===== src/rtl/fetch_ctrl.sv =====
// Next-PC generator and fetch sequencer: drives npc into the external PC register,
// gates the decode handshake, and keeps a circular return-address stack.
module fetch_ctrl #(
  parameter int              AW         = 16,
  parameter logic [AW-1:0]   RESET_VEC  = '0,
  parameter int              RAS_DEPTH  = 4,
  parameter int              BR_BUBBLES = 2
) (
  input  logic          clk,
  input  logic          rst_n,
  input  logic [AW-1:0] pc,
  output logic [AW-1:0] npc,
  output logic          inst_valid,
  input  logic          inst_ready,
  input  logic          jmp,
  input  logic          call,
  input  logic          ret,
  input  logic [AW-1:0] jmp_target,
  input  logic          halt,
  input  logic          br_taken,
  input  logic [AW-1:0] br_target,
  output logic          halted,
  output logic          ras_err
);

  localparam int PW = $clog2(RAS_DEPTH);
  localparam int CW = PW + 1;
  localparam int BW = $clog2(BR_BUBBLES + 1);

  typedef enum logic [1:0] {S_BOOT, S_RUN, S_FLUSH, S_HALT} state_t;

  state_t        state_q, state_d;
  logic [BW-1:0] cnt_q, cnt_d;
  logic [PW-1:0] sp_q, sp_d;        // next free slot; top of stack is sp_q-1
  logic [CW-1:0] rcnt_q, rcnt_d;
  logic          err_q, err_d;
  logic          valid_q, halted_q;
  logic [AW-1:0] ras_q [RAS_DEPTH];

  logic          ras_we;
  logic [PW-1:0] ras_wa;
  logic [AW-1:0] ras_wd;
  logic          accept, ras_empty, ras_full;
  logic [PW-1:0] sp_top;
  logic [AW-1:0] pc_inc, ras_top;

  assign accept    = valid_q & inst_ready;
  assign pc_inc    = pc + AW'(1);
  assign sp_top    = sp_q - PW'(1);
  assign ras_top   = ras_q[sp_top];
  assign ras_empty = (rcnt_q == '0);
  assign ras_full  = (rcnt_q == CW'(RAS_DEPTH));

  // NOTE: every signal written here gets a default first, so no path can infer a latch.
  always_comb begin
    npc     = pc;
    state_d = state_q;
    cnt_d   = cnt_q;
    sp_d    = sp_q;
    rcnt_d  = rcnt_q;
    err_d   = err_q;
    ras_we  = 1'b0;
    ras_wa  = sp_q;
    ras_wd  = pc_inc;
    unique case (state_q)
      S_BOOT: begin
        npc     = RESET_VEC;
        state_d = S_RUN;
      end
      S_HALT: npc = pc;
      default: begin
        if (br_taken) begin
          npc     = br_target;
          cnt_d   = BW'(BR_BUBBLES);
          state_d = S_FLUSH;
        end else if (!accept) begin
          npc = pc;
          if (state_q == S_FLUSH) begin
            cnt_d = cnt_q - BW'(1);
            if (cnt_q <= BW'(1)) state_d = S_RUN;
          end
        end else if (halt) begin
          npc     = pc;
          state_d = S_HALT;
        end else if (ret || call || jmp) begin
          state_d = S_FLUSH;
          cnt_d   = BW'(1);
          if (ret && call && !ras_empty) begin
            // Tail call: return through the old top, which is replaced by our own return.
            npc    = ras_top;
            ras_we = 1'b1;
            ras_wa = sp_top;
          end else if (ret && !call) begin
            if (ras_empty) begin
              npc   = pc_inc;
              err_d = 1'b1;
            end else begin
              npc    = ras_top;
              sp_d   = sp_top;
              rcnt_d = rcnt_q - CW'(1);
            end
          end else if (call) begin
            npc    = jmp_target;
            ras_we = 1'b1;
            sp_d   = sp_q + PW'(1);
            if (!ras_full) rcnt_d = rcnt_q + CW'(1);
            if (ret) err_d = 1'b1;
          end else begin
            npc = jmp_target;
          end
        end else begin
          npc = pc_inc;
        end
      end
    endcase
  end

  // NOTE: state registers use non-blocking assignments so all flops update from pre-edge values.
  always_ff @(posedge clk or negedge rst_n) begin
    if (!rst_n) begin
      state_q  <= S_BOOT;
      cnt_q    <= '0;
      sp_q     <= '0;
      rcnt_q   <= '0;
      err_q    <= 1'b0;
      valid_q  <= 1'b0;
      halted_q <= 1'b0;
    end else begin
      state_q  <= state_d;
      cnt_q    <= cnt_d;
      sp_q     <= sp_d;
      rcnt_q   <= rcnt_d;
      err_q    <= err_d;
      valid_q  <= (state_d == S_RUN);
      halted_q <= (state_d == S_HALT);
    end
  end

  // NOTE: stack storage is deliberately not reset; rcnt_q alone says which entries are live.
  always_ff @(posedge clk) begin
    if (ras_we) ras_q[ras_wa] <= ras_wd;
  end

  assign inst_valid = valid_q;
  assign halted     = halted_q;
  assign ras_err    = err_q;

endmodule

===== config.mk =====
export PLATFORM = sky130hd
export DESIGN_NAME = fetch_ctrl
export DESIGN_NICKNAME = d
export VERILOG_FILES = /design/src/rtl/fetch_ctrl.sv
export SDC_FILE = /design/constraint.sdc
export NUM_CORES = 1
export LEC_CHECK = 0
export CORE_ASPECT_RATIO = 1.5
export CORE_MARGIN = 1.5
export CORE_UTILIZATION = 25
export CTS_BUF_LIST = sky130_fd_sc_hd__clkbuf_16
export DETAILED_ROUTE_END_ITERATION = 16
export MAX_ROUTING_LAYER = met4
export PLACE_DENSITY = 0.41
export SETUP_SLACK_MARGIN = 0.3
export SLEW_MARGIN = 30
export SYNTH_ARGS = -nofsm -noshare
export SYNTH_HDL_FRONTEND = slang
export SYNTH_SLANG_ARGS = --single-unit

===== constraint.sdc =====
create_clock -name clk -period 3.6 [get_ports clk]
set_clock_uncertainty 0.1 [all_clocks]
set_input_delay 0.72 -clock clk [delete_from_list [all_inputs] [get_ports clk]]
set_output_delay 0.72 -clock clk [all_outputs]
set_load 0.05 [all_outputs]

### Yosys cells after proc, flatten, opt, wreduce, memory -nomap -nowiden

Memory sizes are Yosys's and may differ from the RTL's.
Cells that the tools add are included.

| word-level totals | value |
|---|---|
| memories kept | 1 |
| output and inout port bits | 19 |
| memory bits (writable) | 64 |
| input port bits | 56 |
| word-level logic and storage cells | 94 |
| register bits after elaboration | 12 |

| cells by class | value |
|---|---|
| magnitude comparators | 1 |
| add/subtract/negate cells | 6 |
| equality and inequality tests | 10 |
| bitwise logic cells | 5 |
| reduce and logical (&&, ||, !) cells | 17 |
| muxes and demuxes | 47 |

Memories:

| name | words | bits a word | rd ports | clocked after Yosys merged registers in | wr ports | RTL line | source |
|---|---|---|---|---|---|---|---|
| ras_q | 4 | 16 | 1 | 0 | 1 | 38 | `logic [AW-1:0] ras_q [RAS_DEPTH];` |

Operator list:

| kind | number |
|---|---|
| two-way mux 16 bit | 7 |
| two-way mux 2 bit | 20 |
| case mux 16 bit (2 select lines) | 1 |
| AND reduction 9 bit | 2 |
| adder 16 x 1 -> 16 bit, second input constant | 1 |
| two-way mux 1 bit | 14 |
| two-way mux 3 bit | 4 |
| AND reduction 8 bit | 1 |
| equality test 2 bit, second input constant | 3 |
| != test 2 bit, second input constant | 2 |
| NOT 1 bit | 4 |
| case mux 2 bit (2 select lines) | 1 |
| AND reduction 4 bit | 1 |
| nonzero test 2 bit | 2 |
| subtractor 2 x 1 -> 2 bit, second input constant | 2 |
| adder 3 x 1 -> 3 bit, second input constant | 1 |
| equality test 3 bit, second input constant | 1 |
| logical AND 1 bit | 3 |
| zero test 3 bit | 1 |
| != test 3 x 2 -> 1 bit, second input constant | 1 |
| != test 3 bit, second input constant | 1 |
| nonzero test 3 bit | 1 |
| subtractor 3 x 1 -> 3 bit, second input constant | 1 |
| adder 2 x 1 -> 2 bit, second input constant | 1 |
| other kinds (8) | 10 |

### Depth between registers and ports, before layout

Gate-level depths: netlist (run 1).

| logic depth | value |
|---|---|
| depth in word-level cells | 11 |
| depth in mapped cells | 8 |
| depth with buffers taken out | 7 |

### Least setup slack after synthesis (run 1)

Ideal clock, no wire load.

| timing path | value |
|---|---|
| path type | input port to output port |
| from | input pc[0] |
| to | output npc[8] |
| buffers on the path | 0 |
| stages on the path | 6 |
| arrival time | 2.937 ns |
| setup slack | -0.157 ns |
| data required time | 2.780 ns |
| cells stage by stage | ha_1 -> nand4_1 -> or3_1 -> xnor2_1 -> a222oi_1 -> o21ai_0 |

| between the ends | value |
|---|---|
| longest elaborated chain between the ends | 9 |

RTL lines:

| what | RTL line | source |
|---|---|---|
| start, declared | 11 | `input logic [AW-1:0] pc,` |
| adder 16 x 1 -> 16 bit * | 48 | `assign pc_inc = pc + AW'(1);` |
| via pc_inc[8] | 45 | `logic [AW-1:0] pc_inc, ras_top;` |
| two-way mux 16 bit | 94 | `if (ras_empty) begin` |
| two-way mux 16 bit | 93 | `end else if (ret && !call) begin` |
| two-way mux 16 bit | 88 | `if (ret && call && !ras_empty) begin` |
| two-way mux 16 bit * | 85 | `end else if (ret \|\| call \|\| jmp) begin` |
| two-way mux 16 bit * | 82 | `end else if (halt) begin` |
| two-way mux 16 bit * | 76 | `end else if (!accept) begin` |
| two-way mux 16 bit * | 72 | `if (br_taken) begin` |
| case mux 16 bit (2 select lines) * | 65 | `unique case (state_q)` |
| end, declared | 12 | `output logic [AW-1:0] npc,` |

Mark *: on every way through the listed nets, which the timed path passes. The rest lies on a longest branch.

### Worst setup path after layout (run 1)

| timing path | value |
|---|---|
| from | input br_taken |
| to | output npc[2] |

| between the ends | value |
|---|---|
| longest elaborated chain between the ends | 2 |

RTL lines:

| what | RTL line | source |
|---|---|---|
| start, declared | 20 | `input logic br_taken,` |
| two-way mux 16 bit | 72 |  |
| case mux 16 bit (2 select lines) | 65 |  |

No other way between the ends.

==> out/results.ini, run 1 <==
[cts]
cts_buffers=9
h-tree-depth=3
clkTransAtPathRegs_ns=0.06
cts_tree=yes
cts-root-buf=clkbuf_16
cts.sink_count=76
clk_latency_ns=0.34
clock_path_buffers=2

[die]
initial_utilization_pct=25.4
fp.coreArea_um2=16600
dieArea_um2=17700
rows=58
pin_count=75
die_w_um=109
die_h_um=162

[logic_synthesis]
synth_cell_types=58
async_flop_share_pct=15.8
syn_area_per_cell_um2=12.1
synth_nets=412
yosys_warnings=0
syn_area_um2=4220
synth-edff-count=64
ys_seq_area_share_pct=52.7
syn_inst=350
synth-main-ff-cell=edfxtp_1
synth-seq-cells=76

[setup_path]
cp_max_fo=8
cp.arrival_ns=2.46
end_kind=output port
r2r-start=state_q[0]
r2r_end=ras_q[2][14]
start_kind=input pin
r2r_setup_slack_ns=1.19
reg2reg_depth=7
crit_type=in2out
crit_required_ns=2.78

[pwr]
p_seq_share_pct=25.1
power_density_nw_per_um2=717
pwr-share-clk_pct=19.6
leakage_nw=2.42
internal-power_mw=2.72
p_comb_share_pct=55.3
p_sw_share_pct=40.6
switching_power_mw=1.86
p_total_mw=4.57
ir_worst_vdd_uv=437

[place]
placed_area_um2=5750
place_inst=677
place.detailed.hpwl_um=10300
numPortBuffers=74
place_congestion=0.811

[drt]
vias_per_cell=4.90
routed_wl_um=13700
wl_per_cell_um=19.3
ant_nets=0
drtIter0Drc=234
drc_errors=0
dr_total_vias=3487
drtPass1Iterations=4

[sta]
max_freq_mhz=305
maxSlewViolCount=0
period_minus_slack_ns=3.28
grt_setup_unrepaired=yes
fin_crit_sh_pct=91.1
worst_pin_slew_ns=0.624
max-slew-margin-rel_pct=58.3
hold_viol_final=0
finalSetupViolCount=0

[final_layout]
layout.cells.non_filler=711
final_nets=558
drive_gt1_share_pct=35.5
area_delta_synth_final_pct=51.1
n_antenna_cell=0
final_area_um2=6370

[hold_path]
whs_endpoint=ras_err
hold_start=ras_err
holdPathStages=1
hold_path_class=reg2reg

[grt]
grt_pass1_wl_um=21000
grt_max_degree=29
gr-total-overflow=0
grt_usage_pct=16.7
grt_pass1_vias=3709
grt_antenna_before_repair=0

[status]
status=completed

[run]
maxCapViolCount=0

-- how the worst max path moves through the flow --
stage | slack [ns] | from | endpoint | cells after the start
4_1_cts | 0.26 | pc[1] | npc[8] | 8
5_1_grt | 0.23 | br_taken | npc[9] | 8
6_report | 0.32 | br_taken | npc[2] | 7
3_3_place_gp | -0.07 | pc[0] | npc[8] | 8
3_5_place_dp | -0.12 | pc[0] | npc[8] | 8
2_1_floorplan | 0.22 | pc[0] | npc[8] | 6
-- flip-flops by register name (all words and copies together) (netlist names) --
| name | flops |
|---|---|
| inst_valid | 1 |
| cnt_q | 2 |
| sp_q | 2 |
| ras_q | 64 |
| halted | 1 |
| rcnt_q | 3 |
| ras_err | 1 |
| state_q | 2 |
-- cell type report --
type	count	area, µm²
repair buffers	157	1510
fillers	1657	10200
clock inverters	7	68.8
clock buffers	9	225
well taps	210	263
multi-input cells	232	2010
flip-flops and latches	76	2220
inverters	20	75.1
-- synthesized netlist by cell type, types with 4 or more instances --
library cell  number  area [µm²]
a221oi_1           7        61.3
nor2_1            23        86.3
nand3_1           11        55.1
a22oi_1           13        97.6
inv_1             20        75.1
mux4_2            13         293
or3_1              4        25.0
a21o_1             6        45.0
nor3_1             9        45.0
ha_1               5        62.6
xnor2_1           11        96.3
nand2_1           26        97.6
clkbuf_1          10        37.5
o21ai_0           13        65.1
dfrtp_1           12         300
xor2_1             9        78.8
o21ai_1            5        25.0
buf_2              5        25.0
edfxtp_1          64        1920
a211oi_1           5        37.5
a21oi_1           17        85.1
-- metal layers --
layer	vias to the layer above	wire length, µm	global-route usage, %
met5	-	0	-
met4	0	136	4.55
met3	10	600	1.81
met2	101	7440	29.3
met1	1744	5570	20.2
li1	1632	-	-
-- worst max-delay path, stage by stage --
cell and delay, ns:
clkdlybuf4s50_1 0.42, or3_1 0.38, buf_6 0.17, a221o_1 0.26, a21o_1 0.15, a22o_1 0.20, buf_6 0.16
-- power by group through the flow --
stage / Combinational [mW] / Sequential [mW] / Clock, mW
after floorplan: 1.40 / 1.14 / 0
after global placement: 2.43 / 1.17 / 0
after detailed placement: 2.42 / 1.17 / 0
after CTS: 2.52 / 1.15 / 0.917
after global routing: 2.69 / 1.16 / 0.949
final: 2.53 / 1.15 / 0.895
-- through the flow --
| stage | setup slack (ns) | setup TNS, ns | hold WS [ns] | util, % |
|---|---|---|---|---|
| global placement | -0.0693 | -0.121 | 0.347 | 34.6 |
| detailed placement | -0.122 | -0.319 | 0.353 | 34.6 |
| global route | 0.231 | 0 | 0.393 | 38.4 |
| CTS | 0.264 | 0 | 0.368 | 37.7 |
| finish | 0.320 | 0 | 0.368 | 38.4 |
| floorplan | 0.219 | 0 | 0.324 | - |
-- kinds of logic (layout without fill, tap and decap cells) --
logic type      count (synthesis)  count (layout)  synth area share [%]
compound gates                 89              89                  14.9
flops                          76              76                  52.7
xor+xnor                       20              20                  4.15
mux                            17              17                  9.08
simple gates                  100             100                  12.5
fa+ha+maj                       6               6                  1.96
buf+inv                        42             193                  4.69
-- placed cells by master, fill, tap and decap left out, types with 3 or more instances in the layout --
master / instances
buf_12: 11
nand3b_1: 3
xnor2_1: 9
a221oi_2: 4
a221oi_1: 3
or3_1: 3
xor2_1: 8
a221o_1: 3
a21oi_1: 17
nand2_1: 26
buf_6: 8
o21ai_0: 8
a22oi_2: 5
nor3_1: 6
a211oi_1: 3
mux4_2: 13
clkinvlp_4: 3
edfxtp_1: 64
clkbuf_2: 5
nand3_1: 11
ha_1: 3
nor4_2: 3
clkdlybuf4s50_1: 39
dlymetal6s2s_1: 4
a21o_1: 6
dfrtp_1: 10
clkbuf_16: 11
a222oi_1: 3
inv_1: 22
mux4_1: 3
a22oi_1: 8
nor2_1: 22
dlygate4sd2_1: 6
nand4_1: 3
buf_4: 79
o21ai_1: 7
nor2b_1: 3
-- what timing repair did --
| action | CTS | global route |
|---|---|---|
| endpoints found under the setup margin | 16 | 15 |
| pin swaps | 19 | 16 |
| hold buffers | 0 | 0 |
| gates resized for setup | 51 | 40 |
| setup buffers | 12 | 6 |
Note: power is estimated with default switching activity, not from simulation.
==> inputs of run 2 (changes only) <==
- CORE_MARGIN: 1.5 -> 2
- CORE_UTILIZATION: 25 -> 53
- GPL_TIMING_DRIVEN: not set -> 0
- PLACE_DENSITY: 0.41 -> 0.77
==> out/results.ini, run 2 (synthesized netlist as in run 1, its figures left out) <==
[status]
status=completed  ; unchanged

[sta]
max_freq_mhz=304  ; was 305 MHz
hold_viol_final=0  ; unchanged
max-slew-margin-rel_pct=53.6  ; was 58.3%
fin_crit_sh_pct=91.2  ; was 91.1%
maxSlewViolCount=0  ; unchanged
finalSetupViolCount=0  ; unchanged
grt_setup_unrepaired=yes  ; unchanged
period_minus_slack_ns=3.28  ; about the same
setup_ws_ns=0.315  ; was 0.320 ns
worst_pin_slew_ns=0.694  ; was 0.624 ns

[final_layout]
nFillCells=531  ; was 1657
regMostFlops=ras_q  ; unchanged
multi_input_area_um2=2040  ; was 2010 µm²
largest_reg_flops=64  ; unchanged
reg_top3=ras_q (64), rcnt_q (3)  ; unchanged
seq_area_um2=2220  ; about the same
most-common-layout-cells=64 x edfxtp_1, 39 x clkdlybuf4s50_1, 34 x buf_4  ; was 79 x buf_4, 64 x edfxtp_1, 39 x clkdlybuf4s50_1
layout.cells.non_filler=564  ; was 711
final_area_um2=5750  ; was 6370 µm²
n_antenna_cell=0  ; unchanged
final_common_cell=edfxtp_1  ; was buf_4
drive_gt1_share_pct=28.4  ; was 35.5%
final_nets=519  ; was 558
area_delta_synth_final_pct=36.4  ; was 51.1%

[place]
numPortBuffers=72  ; was 74
place_inst=528  ; was 677
placed_area_um2=5160  ; was 5750 µm²
place.detailed.hpwl_um=8460  ; was 10300 µm
dp_slack_ns=-1.01  ; was -0.122 ns
place_congestion=0.816  ; was 0.811

[setup_path]
crit_buf_inv=3  ; unchanged
crit_family=buffers and inverters  ; unchanged
crit_slowest_cell=clkdlybuf4s50_1  ; unchanged
cp_max_fo=8  ; unchanged
cp.arrival_ns=2.46  ; about the same
crit_required_ns=2.78  ; about the same
start_kind=input pin  ; unchanged
end_kind=output port  ; unchanged
critPathMaxStageDelay_ns=0.43  ; was 0.42 ns
crit_chain=clkdlybuf4s50_1 -> or3_4 -> buf_8 -> a221o_1 -> a21o_1 -> a22o_1 -> buf_6  ; was clkdlybuf4s50_1 -> or3_1 -> buf_6 -> a221o_1 -> a21o_1 -> a22o_1 -> buf_6
crit_type=in2out  ; unchanged

[grt]
gr-total-overflow=0  ; unchanged
grt_pass1_wl_um=19200  ; was 21000 µm
grt_usage_pct=30.7  ; was 16.7%
grt_antenna_before_repair=0  ; unchanged
grt_pass1_vias=3651  ; was 3709
grt_max_degree=17  ; was 29

[drt]
drc_errors=0  ; unchanged
drtIter0Drc=362  ; was 234
ant_nets=0  ; unchanged
routed_wl_um=12500  ; was 13700 µm
drtPass1Iterations=5  ; was 4
dr_total_vias=3576  ; was 3487
wl_per_cell_um=22.2  ; was 19.3 µm
vias_per_cell=6.34  ; was 4.90

[die]
dieArea_um2=8700  ; was 17700 µm²
pin_count=75  ; unchanged
die_w_um=76.8  ; was 109 µm
die_h_um=113  ; was 162 µm
fp.coreArea_um2=7660  ; was 16600 µm²
initial_utilization_pct=55.1  ; was 25.4%
rows=39  ; was 58

[cts]
cts_tree=yes  ; unchanged
clk_latency_ns=0.34  ; about the same
h-tree-depth=3  ; unchanged
clock_path_buffers=2  ; unchanged
hold_buffers=0  ; unchanged
cts.sink_count=76  ; unchanged
cts-root-buf=clkbuf_16  ; unchanged
cts_buffers=9  ; unchanged
clkTransAtPathRegs_ns=0.06  ; about the same

[hold_path]
hold_path_class=reg2reg  ; unchanged

[pwr]
ir_worst_vdd_uv=627  ; was 437 µV
power_density_nw_per_um2=715  ; was 717 nW/µm²
leakage_nw=2.16  ; was 2.42 nW

[run]
maxCapViolCount=0  ; unchanged

## run 2: cell count changes in the layout (fill, tap and decap cells not counted), moves of 5 or more
cell	change
buf_4	-45
buf_12	-11
buf_2	+8
buf_6	+5
## run 2: cell type report
| cell class | count | share of cell area, % |
|---|---|---|
| multi-input combinational | 232 | 35.4 |
| tap | 102 | 2.22 |
| clock buffer | 9 | 3.92 |
| timing repair buffer | 96 | 14.9 |
| sequential | 76 | 38.6 |
| inverter | 20 | 1.31 |
| buffer | 22 | 2.94 |
| clock inverter | 7 | 0.631 |
## run 2: worst reg2reg max path, stage by stage (launching register included)
cell and delay, ns:
dfrtp_1 0.40, inv_1 0.06, ha_1 0.37, nor3_1 0.56, nand2_1 0.37, nor3b_2 0.51, buf_4 0.27
## run 2: per-layer routing
metal  wire length, µm  vias to the layer above  GRT usage (%)
met5                 0                        -              -
met4               467                        0           15.0
met3              1080                       48           7.18
met2              6610                      254           51.1
met1              4350                     1715           34.8
li1                  -                     1559              -
## run 2: where the power goes
part           total (mW)  internal (mW)  switching (mW)  leakage, nW
Sequential           1.09           1.02          0.0627        0.724
Combinational        2.23          0.843            1.38         1.31
Clock               0.794          0.456           0.339        0.127
Total                4.11           2.32            1.79         2.16
## run 2: what timing repair did
item                                    4_1_cts  5_1_grt
buffers inserted                             14        6
pin swaps                                    11       14
endpoints found under the setup margin       16       16
gates resized for setup                     168       32
## run 2: stage by stage
stage               hold slack [ns]  TNS [ns]  util (%)  total power, mW
floorplan                     0.324         0         -             2.54
global placement              0.342    -71.21      66.6             3.14
detailed placement            0.347    -11.25      67.4             3.19
CTS                           0.357         0      73.9             4.03
global route                  0.392         0      75.1             4.27
finish                        0.362         0      75.1             4.11
## run 2: path summary, 6_finish.rpt
path	from	slack, ns	depth (start not counted)	endpoint
setup / recovery	br_taken	0.32	7	npc[2]
hold / removal	ras_err	0.36	1	ras_err
setup reg to reg	state_q[0]	0.66	6	ras_q[2][13]
hold reg to reg	ras_err	0.36	1	ras_err
max in group asynchronous	rst_n	2.34	1	state_q[0]
min in group asynchronous	rst_n	0.66	1	sp_q[0]
==> inputs of run 3 (changes only) <==
- CORE_UTILIZATION: 53 -> 57
- CTS_CLUSTER_DIAMETER: not set -> 120
- PLACE_DENSITY: 0.77 -> 0.83
- clock period: 3.6 -> 4.1 ns (I/O delays scaled with it)
==> out/results.ini, run 3 (synthesized netlist as in run 1, its figures left out) <==
[status]
status=completed  ; unchanged

[drt]
wl_met2_um=6260  ; was 6610 µm
wl_met3_um=1010  ; was 1080 µm
vias_per_cell=6.33  ; was 6.34
drtPass1Iterations=5  ; unchanged
drtIter0Drc=349  ; was 362
routed_wl_um=12100  ; was 12500 µm
drc_errors=0  ; unchanged
wl_met1_um=4280  ; was 4350 µm
ant_nets=0  ; unchanged
route.top_layer_used=met4  ; unchanged
wl_per_cell_um=22.0  ; was 22.2 µm
dr_total_vias=3487  ; was 3576

[cts]
hold_buffers=0  ; unchanged
cts_tree=yes  ; unchanged
cts-root-buf=clkbuf_16  ; unchanged
cts_buffers=9  ; unchanged
cts.sink_count=76  ; unchanged
clk_latency_ns=0.34  ; about the same
h-tree-depth=3  ; unchanged
clock_path_buffers=2  ; unchanged
clkTransAtPathRegs_ns=0.06  ; about the same

[die]
die_w_um=74.2  ; was 76.8 µm
rows=38  ; was 39
pin_count=75  ; unchanged
dieArea_um2=8120  ; was 8700 µm²
fp.coreArea_um2=7230  ; was 7660 µm²
die_h_um=109  ; was 113 µm
initial_utilization_pct=58.4  ; was 55.1%

[final_layout]
reg_top3=ras_q (64), rcnt_q (3)  ; unchanged
layout.cells.non_filler=551  ; was 564
final_common_cell=edfxtp_1  ; unchanged
area_delta_synth_final_pct=32.4  ; was 36.4%
fin_util_pct=77.3  ; was 75.1%
most-common-layout-cells=64 x edfxtp_1, 47 x clkdlybuf4s50_1, 25 x nand2_1  ; was 64 x edfxtp_1, 39 x clkdlybuf4s50_1, 34 x buf_4
largest_reg_flops=64  ; unchanged
final_nets=508  ; was 519
drive_gt1_share_pct=22.4  ; was 28.4%
regMostFlops=ras_q  ; unchanged
final_area_um2=5580  ; was 5750 µm²
n_antenna_cell=0  ; unchanged
nFillCells=470  ; was 531

[sta]
grt_setup_unrepaired=no  ; was yes
period_minus_slack_ns=3.76
worst_pin_slew_ns=0.682  ; was 0.694 ns
hold_viol_final=0  ; unchanged
tns_ns=0  ; unchanged
hold-worst-slack_ns=0.379  ; was 0.362 ns
setup_ws_ns=0.343  ; was 0.315 ns
max_freq_mhz=266
maxSlewViolCount=0  ; unchanged
max-slew-margin-rel_pct=54.4  ; was 53.6%
finalSetupViolCount=0  ; unchanged
fin_crit_sh_pct=91.6

[grt]
grt_usage_pct=31.5  ; was 30.7%
grt_pass1_wl_um=17800  ; was 19200 µm
gr-total-overflow=0  ; unchanged
grt_pass1_vias=3473  ; was 3651
grt_antenna_before_repair=0  ; unchanged
grt_max_degree=17  ; unchanged

[place]
placed_area_um2=5140  ; was 5160 µm²
place.detailed.hpwl_um=8180  ; was 8460 µm
dp_slack_ns=-0.709  ; was -1.01 ns
numPortBuffers=72  ; unchanged
place_congestion=0.863  ; was 0.816
place_inst=526  ; was 528

[pwr]
p_total_mw=3.58  ; was 4.11 mW
leakage_nw=2.08  ; was 2.16 nW
ir_worst_vdd_uv=482  ; was 627 µV
power_density_nw_per_um2=641  ; was 715 nW/µm²

[setup_path]
crit_required_ns=3.18  ; was 2.78 ns
crit_chain=clkdlybuf4s50_1 -> nand4_1 -> buf_4 -> nor4_4 -> xor2_1 -> o21ai_1 -> a22oi_1 -> buf_4  ; was clkdlybuf4s50_1 -> or3_4 -> buf_8 -> a221o_1 -> a21o_1 -> a22o_1 -> buf_6
end_kind=output port  ; unchanged
crit_family=buffers and inverters  ; unchanged
crit_slowest_cell=clkdlybuf4s50_1  ; unchanged
critPathMaxStageDelay_ns=0.61  ; was 0.43 ns
crit_top_cell=buf_4
cp.arrival_ns=2.84  ; was 2.46 ns
start_kind=input pin  ; unchanged
r2r_setup_slack_ns=1.22  ; was 0.66 ns
crit_buf_inv=3  ; unchanged
cp_max_fo=4  ; was 8
crit_type=in2out  ; unchanged

[hold_path]
hold_path_class=reg2reg  ; unchanged

[run]
maxCapViolCount=0  ; unchanged

==> run 3: timing repair <==
action                                  4_1_cts  5_1_grt
gates resized for setup                     100       29
endpoints found under the setup margin       16       16
pin swaps                                     5        4
setup buffers                                 7        2
==> run 3: layer usage <==
metal | GRT usage [%] | up-vias
met3 | 6.69 | 51
li1 | - | 1541
met1 | 36.4 | 1650
met5 | - | -
met2 | 51.3 | 245
met4 | 16.3 | 0
==> run 3: area by class of cell <==
cell class              instances  area [µm²]  share of cell area, %
well taps                     100         125                   2.24
clock inverters                 7        92.6                   1.66
clock buffers                   9         225                   4.03
plain buffers                  22         133                   2.38
multi-input cells             232        1960                   35.1
inverters                      20        75.1                   1.34
repair buffers                 85         753                   13.5
flip-flops and latches         76        2220                   39.8
==> run 3: path summary, 6_finish.rpt <==
path | startpoint | end | cells after the start
worst max-delay path | pc[12] | npc[15] | 8
worst min-delay path | ras_err | ras_err | 1
worst max register to register | state_q[0] | ras_q[2][11] | 6
worst min register to register | ras_err | ras_err | 1
max in group asynchronous | rst_n | ras_err | 1
min in group asynchronous | rst_n | rcnt_q[2] | 1
==> run 3: report_power, final <==
part | total (mW) | switching (mW) | internal [mW]
Combinational | 1.79 | 1.17 | 0.622
Clock | 0.831 | 0.301 | 0.530
Sequential | 0.953 | 0.0535 | 0.900
Total | 3.58 | 1.52 | 2.05
